### config.mk
export PLATFORM = sky130hd
export DESIGN_NAME = spi_xip_reader
export DESIGN_NICKNAME = d
export VERILOG_FILES = /design/src/rtl/spi_xip_reader.sv
export SDC_FILE = /design/constraint.sdc
export NUM_CORES = 1
export LEC_CHECK = 0
export CORE_UTILIZATION = 30
export DETAILED_ROUTE_END_ITERATION = 6
export DONT_BUFFER_PORTS = 1
export SYNTH_ARGS = -nofsm -noshare
export SYNTH_HDL_FRONTEND = slang
export SYNTH_SLANG_ARGS = --single-unit
### constraint.sdc
create_clock -name clk -period 2.15 [get_ports clk]
set_input_delay 0.215 -clock clk [delete_from_list [all_inputs] [get_ports clk]]
set_output_delay 0.215 -clock clk [all_outputs]
set_load 0.005 [all_outputs]
### src/rtl/spi_xip_reader.sv
// SPI flash XIP reader: fast-read in single, dual-output or quad-output mode.
// Define SPI_XIP_BURST_EN to hold ss low and chain sequential reads.
module spi_xip_reader #(
    parameter int ADDR_BYTES   = 3,
    parameter int RSP_BYTES    = 4,
    parameter int CLK_DIV      = 2,
    parameter int DUMMY_CYCLES = 8,
    parameter int SS_WIDTH     = 1,
    localparam int SEL_W = (SS_WIDTH > 1) ? $clog2(SS_WIDTH) : 1
) (
    input  logic                    clk,
    input  logic                    reset,
    input  logic                    io_xip_cmd_valid,
    output logic                    io_xip_cmd_ready,
    input  logic [8*ADDR_BYTES-1:0] io_xip_cmd_payload,
    input  logic [SEL_W-1:0]        io_ssSel,
    input  logic [1:0]              io_mode,
    output logic                    io_xip_rsp_valid,
    output logic [8*RSP_BYTES-1:0]  io_xip_rsp_payload,
    output logic                    io_spi_sclk,
    output logic [SS_WIDTH-1:0]     io_spi_ss,
    output logic [3:0]              io_spi_data_write,
    output logic [3:0]              io_spi_data_writeEnable,
    input  logic [3:0]              io_spi_data_read
);
    localparam int AW = 8 * ADDR_BYTES;
    localparam int RW = 8 * RSP_BYTES;
    localparam int TW = AW + 8;
    localparam logic [15:0] HALF_END  = 16'(CLK_DIV - 1);
    localparam logic [15:0] DESEL_END = 16'(2 * CLK_DIV - 1);
    localparam logic [7:0]  ADDR_BITS  = 8'(AW);
    localparam logic [7:0]  DUMMY_BITS = 8'(DUMMY_CYCLES);
    localparam logic [7:0]  DATA_BITS  = 8'(RW);
`ifdef SPI_XIP_BURST_EN
    localparam logic [15:0] HOLD_END  = 16'd255;
`endif

    typedef enum logic [2:0] {
        S_IDLE, S_SELECT, S_CMD, S_ADDR, S_DUMMY, S_DATA, S_DESELECT
`ifdef SPI_XIP_BURST_EN
        , S_HOLD
`endif
    } state_t;

    state_t            state_q, state_d;
    logic [15:0]       cnt_q, cnt_d;
    logic              half_q, half_d;
    logic [7:0]        bits_q, bits_d;
    logic [TW-1:0]     tx_q, tx_d;
    logic [RW-1:0]     rx_q, rx_d;
    logic [1:0]        mode_q, mode_d;
    logic [SEL_W-1:0]  sel_q, sel_d;
    logic              pend_q, pend_d;
    logic              rsp_valid_q, rsp_valid_d;
    logic [RW-1:0]     payload_q, payload_d;
`ifdef SPI_XIP_BURST_EN
    logic [AW-1:0]     addr_q, addr_d;
    logic              burst_hit;
`endif

    logic              accept, bit_end, active;
    logic [1:0]        mode_in;
    logic [SEL_W-1:0]  sel_in;
    logic [7:0]        opcode;
    logic [RW-1:0]     rx_shift, rx_swap;

    assign accept  = io_xip_cmd_valid && io_xip_cmd_ready;
    assign bit_end = half_q && (cnt_q == HALF_END);

    always_comb begin
        mode_in = (io_mode == 2'd3) ? 2'd0 : io_mode;
        sel_in  = (32'(io_ssSel) < 32'(SS_WIDTH)) ? io_ssSel : '0;
        unique case (mode_in)
            2'd1:    opcode = 8'h3B;
            2'd2:    opcode = 8'h6B;
            default: opcode = 8'h0B;
        endcase
    end

    // Lane 1 carries MSB in dual mode, lane 3 in quad mode.
    always_comb begin
        unique case (mode_q)
            2'd1:    rx_shift = {rx_q[RW-3:0], io_spi_data_read[1:0]};
            2'd2:    rx_shift = {rx_q[RW-5:0], io_spi_data_read};
            default: rx_shift = {rx_q[RW-2:0], io_spi_data_read[1]};
        endcase
        for (int k = 0; k < RSP_BYTES; k++) begin
            rx_swap[8*k +: 8] = rx_shift[RW-8-8*k +: 8];
        end
    end

`ifdef SPI_XIP_BURST_EN
    assign burst_hit = (mode_in == mode_q) && (sel_in == sel_q) &&
                       (io_xip_cmd_payload == addr_q + AW'(RSP_BYTES));
`endif

    always_comb begin
        state_d     = state_q;
        cnt_d       = cnt_q;
        half_d      = half_q;
        bits_d      = bits_q;
        tx_d        = tx_q;
        rx_d        = rx_q;
        mode_d      = mode_q;
        sel_d       = sel_q;
        pend_d      = pend_q;
        rsp_valid_d = 1'b0;
        payload_d   = payload_q;
`ifdef SPI_XIP_BURST_EN
        addr_d      = addr_q;
        if (accept) addr_d = io_xip_cmd_payload;
`endif
        if (accept) begin
            mode_d = mode_in;
            sel_d  = sel_in;
            tx_d   = {opcode, io_xip_cmd_payload};
        end
        unique case (state_q)
            S_IDLE: begin
                if (accept) begin
                    state_d = S_SELECT;
                    cnt_d   = '0;
                end
            end
            S_SELECT: begin
                if (cnt_q == HALF_END) begin
                    state_d = S_CMD;
                    cnt_d   = '0;
                    half_d  = 1'b0;
                    bits_d  = 8'd8;
                end else begin
                    cnt_d = cnt_q + 16'd1;
                end
            end
            S_CMD, S_ADDR, S_DUMMY, S_DATA: begin
                if (cnt_q == HALF_END) begin
                    cnt_d  = '0;
                    half_d = !half_q;
                end else begin
                    cnt_d = cnt_q + 16'd1;
                end
                if (bit_end) begin
                    bits_d = bits_q - 8'd1;
                    if (state_q == S_DATA) rx_d = rx_shift;
                    else tx_d = tx_q << 1;
                    if (bits_q == 8'd1) begin
                        if (state_q == S_CMD) begin
                            state_d = S_ADDR;
                            bits_d  = ADDR_BITS;
                        end else if (state_q == S_ADDR && DUMMY_CYCLES > 0) begin
                            state_d = S_DUMMY;
                            bits_d  = DUMMY_BITS;
                        end else if (state_q != S_DATA) begin
                            state_d = S_DATA;
                            bits_d  = DATA_BITS >> mode_q;
                        end else begin
                            rsp_valid_d = 1'b1;
                            payload_d   = rx_swap;
`ifdef SPI_XIP_BURST_EN
                            state_d     = S_HOLD;
`else
                            state_d     = S_DESELECT;
`endif
                        end
                    end
                end
            end
            S_DESELECT: begin
                if (cnt_q == DESEL_END) begin
                    cnt_d   = '0;
                    state_d = pend_q ? S_SELECT : S_IDLE;
                    pend_d  = 1'b0;
                end else begin
                    cnt_d = cnt_q + 16'd1;
                end
            end
`ifdef SPI_XIP_BURST_EN
            S_HOLD: begin
                if (accept && burst_hit) begin
                    state_d = S_DATA;
                    bits_d  = DATA_BITS >> mode_in;
                    cnt_d   = '0;
                    half_d  = 1'b0;
                end else if (accept) begin
                    state_d = S_DESELECT;
                    pend_d  = 1'b1;
                    cnt_d   = '0;
                end else if (cnt_q == HOLD_END) begin
                    state_d = S_DESELECT;
                    cnt_d   = '0;
                end else begin
                    cnt_d = cnt_q + 16'd1;
                end
            end
`endif
            default: state_d = S_IDLE;
        endcase
    end

    always_ff @(posedge clk) begin
        if (reset) begin
            state_q     <= S_IDLE;
            cnt_q       <= '0;
            half_q      <= 1'b0;
            bits_q      <= '0;
            tx_q        <= '0;
            rx_q        <= '0;
            mode_q      <= '0;
            sel_q       <= '0;
            pend_q      <= 1'b0;
            rsp_valid_q <= 1'b0;
            payload_q   <= '0;
`ifdef SPI_XIP_BURST_EN
            addr_q      <= '0;
`endif
        end else begin
            state_q     <= state_d;
            cnt_q       <= cnt_d;
            half_q      <= half_d;
            bits_q      <= bits_d;
            tx_q        <= tx_d;
            rx_q        <= rx_d;
            mode_q      <= mode_d;
            sel_q       <= sel_d;
            pend_q      <= pend_d;
            rsp_valid_q <= rsp_valid_d;
            payload_q   <= payload_d;
`ifdef SPI_XIP_BURST_EN
            addr_q      <= addr_d;
`endif
        end
    end

    always_comb begin
        active = (state_q == S_SELECT) || (state_q == S_CMD) ||
                 (state_q == S_ADDR) || (state_q == S_DUMMY) ||
                 (state_q == S_DATA);
        io_xip_cmd_ready = !reset && (state_q == S_IDLE);
`ifdef SPI_XIP_BURST_EN
        active = active || (state_q == S_HOLD);
        io_xip_cmd_ready = !reset && ((state_q == S_IDLE) || (state_q == S_HOLD));
`endif
        io_spi_ss = active ? ~(SS_WIDTH'(1) << sel_q) : '1;
        io_spi_data_writeEnable = ((state_q == S_CMD) || (state_q == S_ADDR)) ?
                                  4'b0001 : 4'b0000;
        io_spi_data_write = {3'b000, tx_q[TW-1] & io_spi_data_writeEnable[0]};
    end

    assign io_spi_sclk        = half_q;
    assign io_xip_rsp_valid   = rsp_valid_q;
    assign io_xip_rsp_payload = payload_q;
endmodule
==> results by group, run 1 <==
Route
  • DRT antenna net count: 0
  • Routed wire length: 14.7 mm
  • DR iter-0 viols: 343
  • Wire per inst: 14.1 um
  • First-pass iteration count of the detailed router: 5
  • Detailed-route via count: between 5k and 6k
  • Number of vias per cell: ~5
  • # DRC: 0

Power
  • Sw Share: 26.8%
  • Clock network power share: ~45%
  • Maximum VDD drop: 0.000571 V
  • Sequential Power Share: 38.7%
  • Pleak: 2.51 nW
  • Power Density: 910 nW/um^2
  • Tot Pwr: 6.56 mW
  • Switch Pwr: 1.76 mW
  • Logic pwr share: 16.7%
  • Pint: 4.80 mW

Layout
  • Area grow syn2layout: 17.3%
  • Finished Cell Area: 7200 sq um
  • ANT cells: 0
  • Fillers: 2056
  • Reg area: roughly 2500 sq um
  • Nets: 814
  • Final core utilization: a little over a third
  • Share of layout cells above drive strength 1: 11.9%
  • Area of the multi-input gates: 3310 sq um

Worst setup path
  • Critical path class: reg2reg
  • Worst Path Required: around 2.5 ns
  • Startpoint type of the worst setup path: flop
  • Worst path bufs/invs: 2
  • Crit. End Element: flop
  • CP Data Arrival Time: 2.37 ns
  • Max incr delay on CP: 0.47 ns
  • Max FO, Critical Path: 4
  • Crit-path leading delay family: simple AND/OR/NAND/NOR gates
  • Max stage delay cell, worst path: or4b_1
  • Critical-path cell list: inv_1 > ha_1 > nor3b_4 > nand3_2 > buf_4 > a22o_1 > or4b_1 > a21oi_1

Synthesis
  • Largest family of logic cells by synthesized area: simple AND/OR/NAND/NOR gates
  • Post-synth top flop: dfxtp_1
  • Simple-gate share of the synthesized area: 24.0%
  • Async S/R FF share, synth: 0%
  • Multiplexer area fraction after synthesis: under 10%
  • Post-Syn Instances: 770
  • Yosys cell types: 58
  • Sequential element share of the synthesized area: 41.1%
  • Adder-Cell Fraction of Synth Area: under 10%
  • Flop and latch count out of synthesis: around 130
  • Synth Area in XOR/XNOR: 2.28%
  • Ys Warns: 0
  • Cell Area, Synth: roughly 6100 sq um
  • Post-synth EDFFs: 0
  • Compound-Gate Fraction of Synth Area: 20.4%
  • Syn avg cell area: roughly 8 sq um

Placement
  • Global placement routability congestion: 0.774
  • Placed Instance Area: roughly 6500 sq um
  • IO buf count: 0
  • HPWL after DPL: 9.41 mm

Clock tree
  • Post-CTS Hold Fix Bufs: 3
  • Clock sink count: 126
  • Worst-path clk slew: 0.05 ns
  • H-tree depth: 4
  • CTS root buffer: clkbuf_16
  • Num CTS Buffers: 17
  • Clock tree from TritonCTS: built
  • Bufs on Longest Clock Path: 2
  • Worst skew pair latency: 0.42 ns

STA
  • Final min period: 2.02 ns
  • Final worst path period share: 94.1%
  • RSZ-0062 raised after global routing: false
  • Final Max Tran Viols: 0
  • Hold slack final: -0.0840 ns
  • Setup_tns: 0 ns
  • Layout Skew: 0.0124 ns
  • FMAX: between 0.4 and 0.5 GHz
  • Final setup fails: 0
  • Hold Violations, Final: ~110

Floorplan
  • IO Count: 78
  • Starting Density: 31.0%
  • DIE AREA: ~21000 sq um
  • DIE WIDTH: 145 um
  • Die height: 145 um
  • Core area: between 15000 and 20000 sq um
  • Rows: 51

GRT
  • Initial antenna violation count: 0
  • Vias in the first global route: 4944
  • GR Overflow Total: 0
  • First-pass GRT wire length: around 25 mm
  • Largest net degree at the start of global routing: between 100 and 150
  • GRT Total Usage: 14.4%

Hold path
  • Hold Crit Class: in2reg

Run
  • Max Cap Violations: 0

Outcome
  • Violated checks: negative hold slack
  • Status: finished with violations
## power groups by stage
stage,combinational [mW],sequential [mW],clock (mW)
2_1_floorplan,0.834,2.56,0
3_3_place_gp,1.07,2.59,0
3_5_place_dp,1.08,2.59,0
4_1_cts,1.09,2.54,3.01
5_1_grt,1.22,2.56,3.12
6_report,1.09,2.54,2.92
## per-layer routing
layer | share of wire [%] | track usage [%] | up-vias | wire length [um]
met2 | 47 | 23.3 | 99 | 6940
met4 | 1.1 | 6.00 | 0 | 164
met3 | 3.6 | 3.55 | 9 | 523
met1 | 48 | 18.2 | 2462 | 7090
met5 | 0 | 0 | - | 0
li1 | - | - | 2665 | -
## cell usage after synthesis, drive strengths merged, types with 6 or more instances
cell	count	area, sq um
nand2b	7	43.8
nor2	86	325
xor2	12	105
a22oi	33	248
mux2i	24	240
ha	10	125
a21oi	112	561
and3	10	65.1
inv	9	33.8
buf	20	129
dfxtp	126	2520
clkbuf	44	205
nand2	150	563
nor3	16	91.3
nand3	11	60.1
a211oi	28	220
nand4	6	43.8
o211ai	7	52.6
o21ai	6	30.0
## layout make-up
class | count | share of cell area, %
clock inverter | 10 | 1.93
tap | 265 | 4.60
inverter | 9 | 0.469
timing repair buffer | 40 | 5.54
sequential | 126 | 35.1
multi-input combinational | 576 | 46.0
clock buffer | 21 | 6.39
## kinds of logic after synthesis
kind of cell	count (synthesis)
AND/OR/NAND/NOR	316
AO/OA/AOI/OAI	203
flip-flops	126
buffers and inverters	73
multiplexers	25
XOR/XNOR	16
adder cells (fa/ha/maj)	10
other	1
## cell usage in the layout (no fill, tap or decap), types with 4 or more instances in the layout
master      netlist  final
a22oi_1          33     33
o211ai_1          7      7
o21ai_0           5      5
inv_1             9      9
ha_1             10      9
nand3_1          10     10
nand2b_1          7      7
nand4_1           5      5
nor3_1           15     14
mux2i_1          24     24
conb_1            1      6
xor2_1           12     12
nand2_1         150    150
dfxtp_1         126    123
buf_4             8     29
a211oi_1         26     26
nor4_4            4      4
a21oi_1         112    112
nor2_1           85     84
xnor2_1           4      4
buf_12            0      5
clkbuf_16         0     18
clkinvlp_4        0      4
and3_1            8      8
## flip-flops by register name, indices dropped and copies added, names as in the netlist, 2 cells and up
name / cells
mode_q: 2
cnt_q: 16
state_q: 3
io_xip_rsp_payload: 32
tx_q: 32
rx_q: 31
bits_q: 8
## per-stage QoR
stage | instances | hold slack, ns | setup slack, ns
after detailed placement | 1009 | 0.320 | 0.00486
after global routing | 1047 | -0.126 | 0.00225
final | 1047 | -0.0840 | 0.127
after floorplan | 775 | 0.351 | 0.162
after global placement | 1009 | 0.323 | 0.0316
after CTS | 1043 | -0.133 | 0.000273
## path summary, 6_finish.rpt
| path | from | cells past startpoint | endpoint | slack, ns |
|---|---|---|---|---|
| max | bits_q[1]$_SDFFE_PP0P_ | 8 | state_q[0]$_SDFFE_PP0P_ | 0.13 |
| min | reset | 1 | cnt_q[1]$_SDFFE_PP0P_ | -0.08 |
| max reg2reg | bits_q[1]$_SDFFE_PP0P_ | 8 | state_q[0]$_SDFFE_PP0P_ | 0.13 |
| min reg2reg | tx_q[30]$_SDFF_PP0_ | 2 | tx_q[31]$_SDFF_PP0_ | 0.45 |
## what timing repair did
action | 4_1_cts | 5_1_grt
buffers inserted | 0 | 2
setup endpoints to repair | 0 | 43
resized for setup | 0 | 12
hold endpoints to repair | 110 | 107
Power figures use the tool's default switching activity.
==> inputs of run 2 (changes only) <==
CELL_PAD_IN_SITES_DETAIL_PLACEMENT = 0   (was default)
CELL_PAD_IN_SITES_GLOBAL_PLACEMENT = 1   (was default)
MAX_ROUTING_LAYER = met4   (was default)
PLACE_DENSITY_LB_ADDON = 0.1   (was default)
clock period = 1.8 ns   (was 2.15 ns; I/O delays follow)
==> results by group, run 2 (same netlist as run 1, synthesis figures left out) <==
STA
  • RSZ-0062 raised after global routing: true
  • Final min period: 1.93 ns
  • Final setup fails: 99
  • FMAX: 0.519 GHz
  • Layout Skew: 0.00847 ns
  • Final setup margin: -0.128 ns
  • Final worst path period share: 107%
  • Hold Violations, Final: approximately 110
  • Hold slack final: -0.0976 ns
  • Final Max Tran Viols: 0

Run
  • Max Cap Violations: 0

Floorplan
  • DIE WIDTH: ~150 um
  • DIE AREA: 21000 sq um
  • Die height: 145 um
  • Rows: 51
  • Starting Density: 31.0%
  • IO Count: 78
  • Core area: between 15000 and 20000 sq um

Power
  • Pleak: 2.99 nW
  • Power Density: 1020 nW/um^2
  • Maximum VDD drop: 0.000589 V

Outcome
  • Violated checks: negative hold slack, negative setup slack
  • Status: finished with violations

Worst setup path
  • Critical path class: reg2reg
  • CP Data Arrival Time: 2.26 ns
  • Worst path bufs/invs: 3
  • Worst Path Required: 2.14 ns
  • Crit-path leading delay family: simple AND/OR/NAND/NOR gates
  • Critical-path cell list: nor4_4 > buf_4 > and4_4 > o211ai_1 > buf_6 > clkbuf_16 > and3_4 > nor3_2
  • Max stage delay cell, worst path: nor4_4
  • Crit. End Element: flop
  • Max FO, Critical Path: 8
  • Startpoint type of the worst setup path: flop
  • Max incr delay on CP: around 0.34 ns

GRT
  • First-pass GRT wire length: approximately 27 mm
  • Vias in the first global route: 5139
  • GRT Total Usage: 16.1%
  • GR Overflow Total: 0
  • Initial antenna violation count: 0
  • Largest net degree at the start of global routing: 117

Route
  • DRT antenna net count: 0
  • WL met3: approximately 400 um
  • Metal-1 WL: 8.50 mm
  • Met2 WL: 8.02 mm
  • # DRC: 0
  • Max layer used: met4
  • DR iter-0 viols: 240
  • Detailed-route via count: 5541
  • Routed wire length: approximately 17 mm
  • Number of vias per cell: 4.97
  • Wire per inst: 15.3 um
  • First-pass iteration count of the detailed router: 7

Placement
  • Place WS: -0.146 ns
  • IO buf count: 0
  • Global placement routability congestion: 0.785
  • HPWL after DPL: 10.5 mm

Layout
  • Nets: 880
  • Area grow syn2layout: 36.0%
  • Most common cell after layout, fill and taps aside: nand2_1
  • Most frequent cells in the layout: nand2_1 (150), dfxtp_1 (114), a21oi_1 (107)
  • ANT cells: 0
  • Share of layout cells above drive strength 1: 29.9%
  • Fillers: ~2k

Hold path
  • Hold Crit Class: in2reg

Clock tree
  • CTS root buffer: clkbuf_16
  • Post-CTS Hold Fix Bufs: 1
  • Worst-path clk slew: 0.06 ns
  • H-tree depth: 4
  • Worst skew pair latency: 0.41 ns
  • Num CTS Buffers: 17
  • Clock sink count: 126
  • Clock tree from TritonCTS: built
  • Bufs on Longest Clock Path: 2
==> run 2: changes by cell type in the layout (fill, tap and decap cells not counted), moves of 8 or more <==
cell      delta
a211oi_2    +22
dfxtp_1      -9
dfxtp_2      +8
buf_12       +9
nor2_4      +20
nor2_1      -31
nor2_2      +11
buf_4       +49
a211oi_1    -22
==> run 2: per-layer routing <==
layer / vias to the layer above / track usage (%)
li1: 2818 / -
met1: 2641 / 21.4
met2: 73 / 24.9
met3: 9 / 3.36
met4: 0 / 4.11
met5: - / -
==> run 2: per-stage QoR <==
stage / utilization (%) / area, sq um / cells / total power, mW / setup TNS [ns]
after global routing: 42.2 / 8350 / 1114 / 8.92 / -19.66
after CTS: 39.5 / 7820 / 1104 / 8.46 / -7.27
after detailed placement: 35.6 / 7040 / 1062 / 4.72 / -7.55
after global placement: 35.6 / 7040 / 1062 / 4.71 / -5.53
final: 42.2 / 8350 / 1114 / 8.50 / -6.16
after floorplan: - / 6270 / 775 / 4.10 / -0.0285
==> run 2: what timing repair did <==
action                     in CTS  in global routing
gates resized for setup        18                100
hold endpoints to repair      110                110
setup endpoints to repair     112                124
buffers inserted                7                  3
gates cloned                    2                  7
pin swaps                      12                 15
==> run 2: power breakdown <==
| group | switching, mW | internal (mW) |
|---|---|---|
| Combinational | 0.895 | 0.944 |
| Sequential | 0.154 | 2.93 |
| Clock | 1.32 | 2.26 |
| Total | 2.37 | 6.13 |
==> run 2: final timing paths <==
check / start / to / slack [ns] / cells past startpoint
min: reset / cnt_q[13]$_SDFFE_PP0P_ / -0.1 / 1
max reg2reg: cnt_q[8]$_SDFFE_PP0P_ / tx_q[28]$_SDFF_PP0_ / -0.13 / 8
min reg2reg: rx_q[30]$_SDFFE_PP0P_ / rx_q[30]$_SDFFE_PP0P_ / 0.45 / 2
max: cnt_q[8]$_SDFFE_PP0P_ / tx_q[28]$_SDFF_PP0_ / -0.13 / 8
==> run 2: area by class of cell <==
type | instances | area (sq um) | share of cell area (%)
clock buffer | 19 | 453 | 5.42
clock inverter | 13 | 161 | 1.93
inverter | 9 | 33.8 | 0.405
multi-input combinational | 576 | 3730 | 44.7
sequential | 126 | 2540 | 30.4
tap | 265 | 332 | 3.97
timing repair buffer | 106 | 1100 | 13.2
==> inputs of run 3 (changes only) <==
CORE_UTILIZATION = 35   (was 30)
==> results by group, run 3 (same netlist as run 1, synthesis figures left out) <==
Route
  • Wire per inst: 16.7 um
  • First-pass iteration count of the detailed router: 4
  • Routed wire length: approximately 18 mm
  • # DRC: 0
  • Number of vias per cell: 5.29
  • Detailed-route via count: between 5k and 6k
  • DR iter-0 viols: 331
  • DRT antenna net count: 0

Placement
  • Place WS: -0.237 ns
  • Global placement routability congestion: between 0.8 and 0.9
  • Inst Count DP: between 1k and 1.5k
  • Placed Instance Area: 6990 sq um
  • IO buf count: 0
  • HPWL after DPL: 10.8 mm

Worst setup path
  • Crit path top cell by count: buf_4
  • CP Data Arrival Time: 2.26 ns
  • Critical-path cell list: nor4_4 > nand4_1 > buf_4 > a22oi_2 > buf_4 > a21o_4 > buf_6 > buf_12 > a31oi_1
  • Critical path class: reg2reg
  • Startpoint type of the worst setup path: flop
  • Crit. End Element: flop
  • Worst Path Required: 2.10 ns
  • Max stage delay cell, worst path: nor4_4
  • Max FO, Critical Path: 7
  • Max incr delay on CP: slightly above 0.4 ns

Power
  • Sequential Power Share: 35.2%
  • Sw Share: approximately 28%
  • Pleak: 3.10 nW
  • Logic pwr share: 23.4%
  • Maximum VDD drop: 0.000687 V
  • Pint: 6.21 mW
  • Tot Pwr: 8.67 mW
  • Power Density: 1020 nW/um^2
  • Switch Pwr: ~2.5 mW
  • Clock network power share: about two fifths

STA
  • Final min period: 1.97 ns
  • Layout Skew: 0.0124 ns
  • Hold Violations, Final: 108
  • Final setup margin: -0.169 ns
  • Setup_tns: -9.12 ns
  • Hold slack final: -0.184 ns
  • Final setup fails: around 110
  • Final Max Tran Viols: 0
  • RSZ-0062 raised after global routing: true
  • Final worst path period share: 109%
  • FMAX: 0.508 GHz

Floorplan
  • DIE WIDTH: 134 um
  • Die height: approximately 130 um
  • Core area: 17200 sq um
  • Rows: 48
  • DIE AREA: roughly 18000 sq um
  • IO Count: slightly below 80
  • Starting Density: 35.6%

Clock tree
  • Worst-path clk slew: 0.06 ns
  • Num CTS Buffers: 17
  • Worst skew pair latency: 0.42 ns
  • H-tree depth: 4
  • Bufs on Longest Clock Path: 2
  • Post-CTS Hold Fix Bufs: 1
  • CTS root buffer: clkbuf_16
  • Clock tree from TritonCTS: built
  • Clock sink count: 126

GRT
  • GR Overflow Total: 0
  • First-pass GRT wire length: between 20 and 30 mm
  • GRT Total Usage: a little under a fifth
  • Initial antenna violation count: 0
  • Largest net degree at the start of global routing: 117
  • Vias in the first global route: between 5k and 6k

Layout
  • ANT cells: 0
  • Most common cell after layout, fill and taps aside: nand2_1
  • Fillers: 1658
  • Final core utilization: between 40 and 50%
  • Most frequent cells in the layout: nand2_1 (122), dfxtp_1 (112), buf_4 (76)
  • Layout Cells excl Fill: around 1.1k
  • Nets: 884
  • Finished Cell Area: ~8500 sq um
  • Share of layout cells above drive strength 1: 34.0%
  • Area grow syn2layout: 38.2%

Outcome
  • Violated checks: negative hold slack, negative setup slack
  • Status: finished with violations

Hold path
  • Hold Crit Class: in2reg

Run
  • Max Cap Violations: 0
## run 3: worst max-delay path: cells and delay by family (launching register included)
kind,cells,cell delay [ns]
DFF,1,0.33
buffers and inverters,4,0.56
and+or+nand+nor,2,0.64
AOI/OAI and AO/OA,3,0.32
## run 3: what timing repair did
action,CTS,global route
gates cloned,1,9
pin swaps,16,56
resized for setup,27,121
buffers inserted,9,11
hold endpoints to repair,110,110
setup endpoints to repair,110,124
## run 3: power groups by stage
| stage | clock, mW | combinational (mW) | sequential [mW] |
|---|---|---|---|
| after global routing | 3.81 | 2.21 | 3.07 |
| after global placement | 0 | 1.59 | 3.10 |
| after CTS | 3.68 | 1.82 | 3.05 |
| after detailed placement | 0 | 1.61 | 3.10 |
| after floorplan | 0 | 1.03 | 3.07 |
| final | 3.59 | 2.03 | 3.05 |
## run 3: cell type report
| cell class | count | area [sq um] | area share (%) |
|---|---|---|---|
| Multi-Input combinational cell | 576 | 3800 | 44.8 |
| Sequential cell | 126 | 2550 | 30.0 |
| Timing Repair Buffer | 110 | 1200 | 14.1 |
| Clock buffer | 22 | 495 | 5.84 |
| Tap cell | 225 | 282 | 3.32 |
| Clock inverter | 10 | 126 | 1.49 |
| Inverter | 9 | 33.8 | 0.398 |
## run 3: routing by layer
metal / track usage [%] / wire (um) / share of wire [%]
met1: 24.6 / 8620 / 48
met2: 29.1 / 8520 / 47
met3: 4.50 / 717 / 4.0
met4: 6.62 / 189 / 1.0
met5: - / 0 / 0
## run 3: worst paths after layout
path,from,to,slack (ns),cells after the start
setup reg to reg,cnt_q[8]$_SDFFE_PP0P_,cnt_q[14]$_SDFFE_PP0P_,-0.17,9
hold / removal,reset,bits_q[1]$_SDFFE_PP0P_,-0.18,1
hold reg to reg,tx_q[25]$_SDFF_PP0_,tx_q[26]$_SDFF_PP0_,0.46,2
setup / recovery,cnt_q[8]$_SDFFE_PP0P_,cnt_q[14]$_SDFFE_PP0P_,-0.17,9
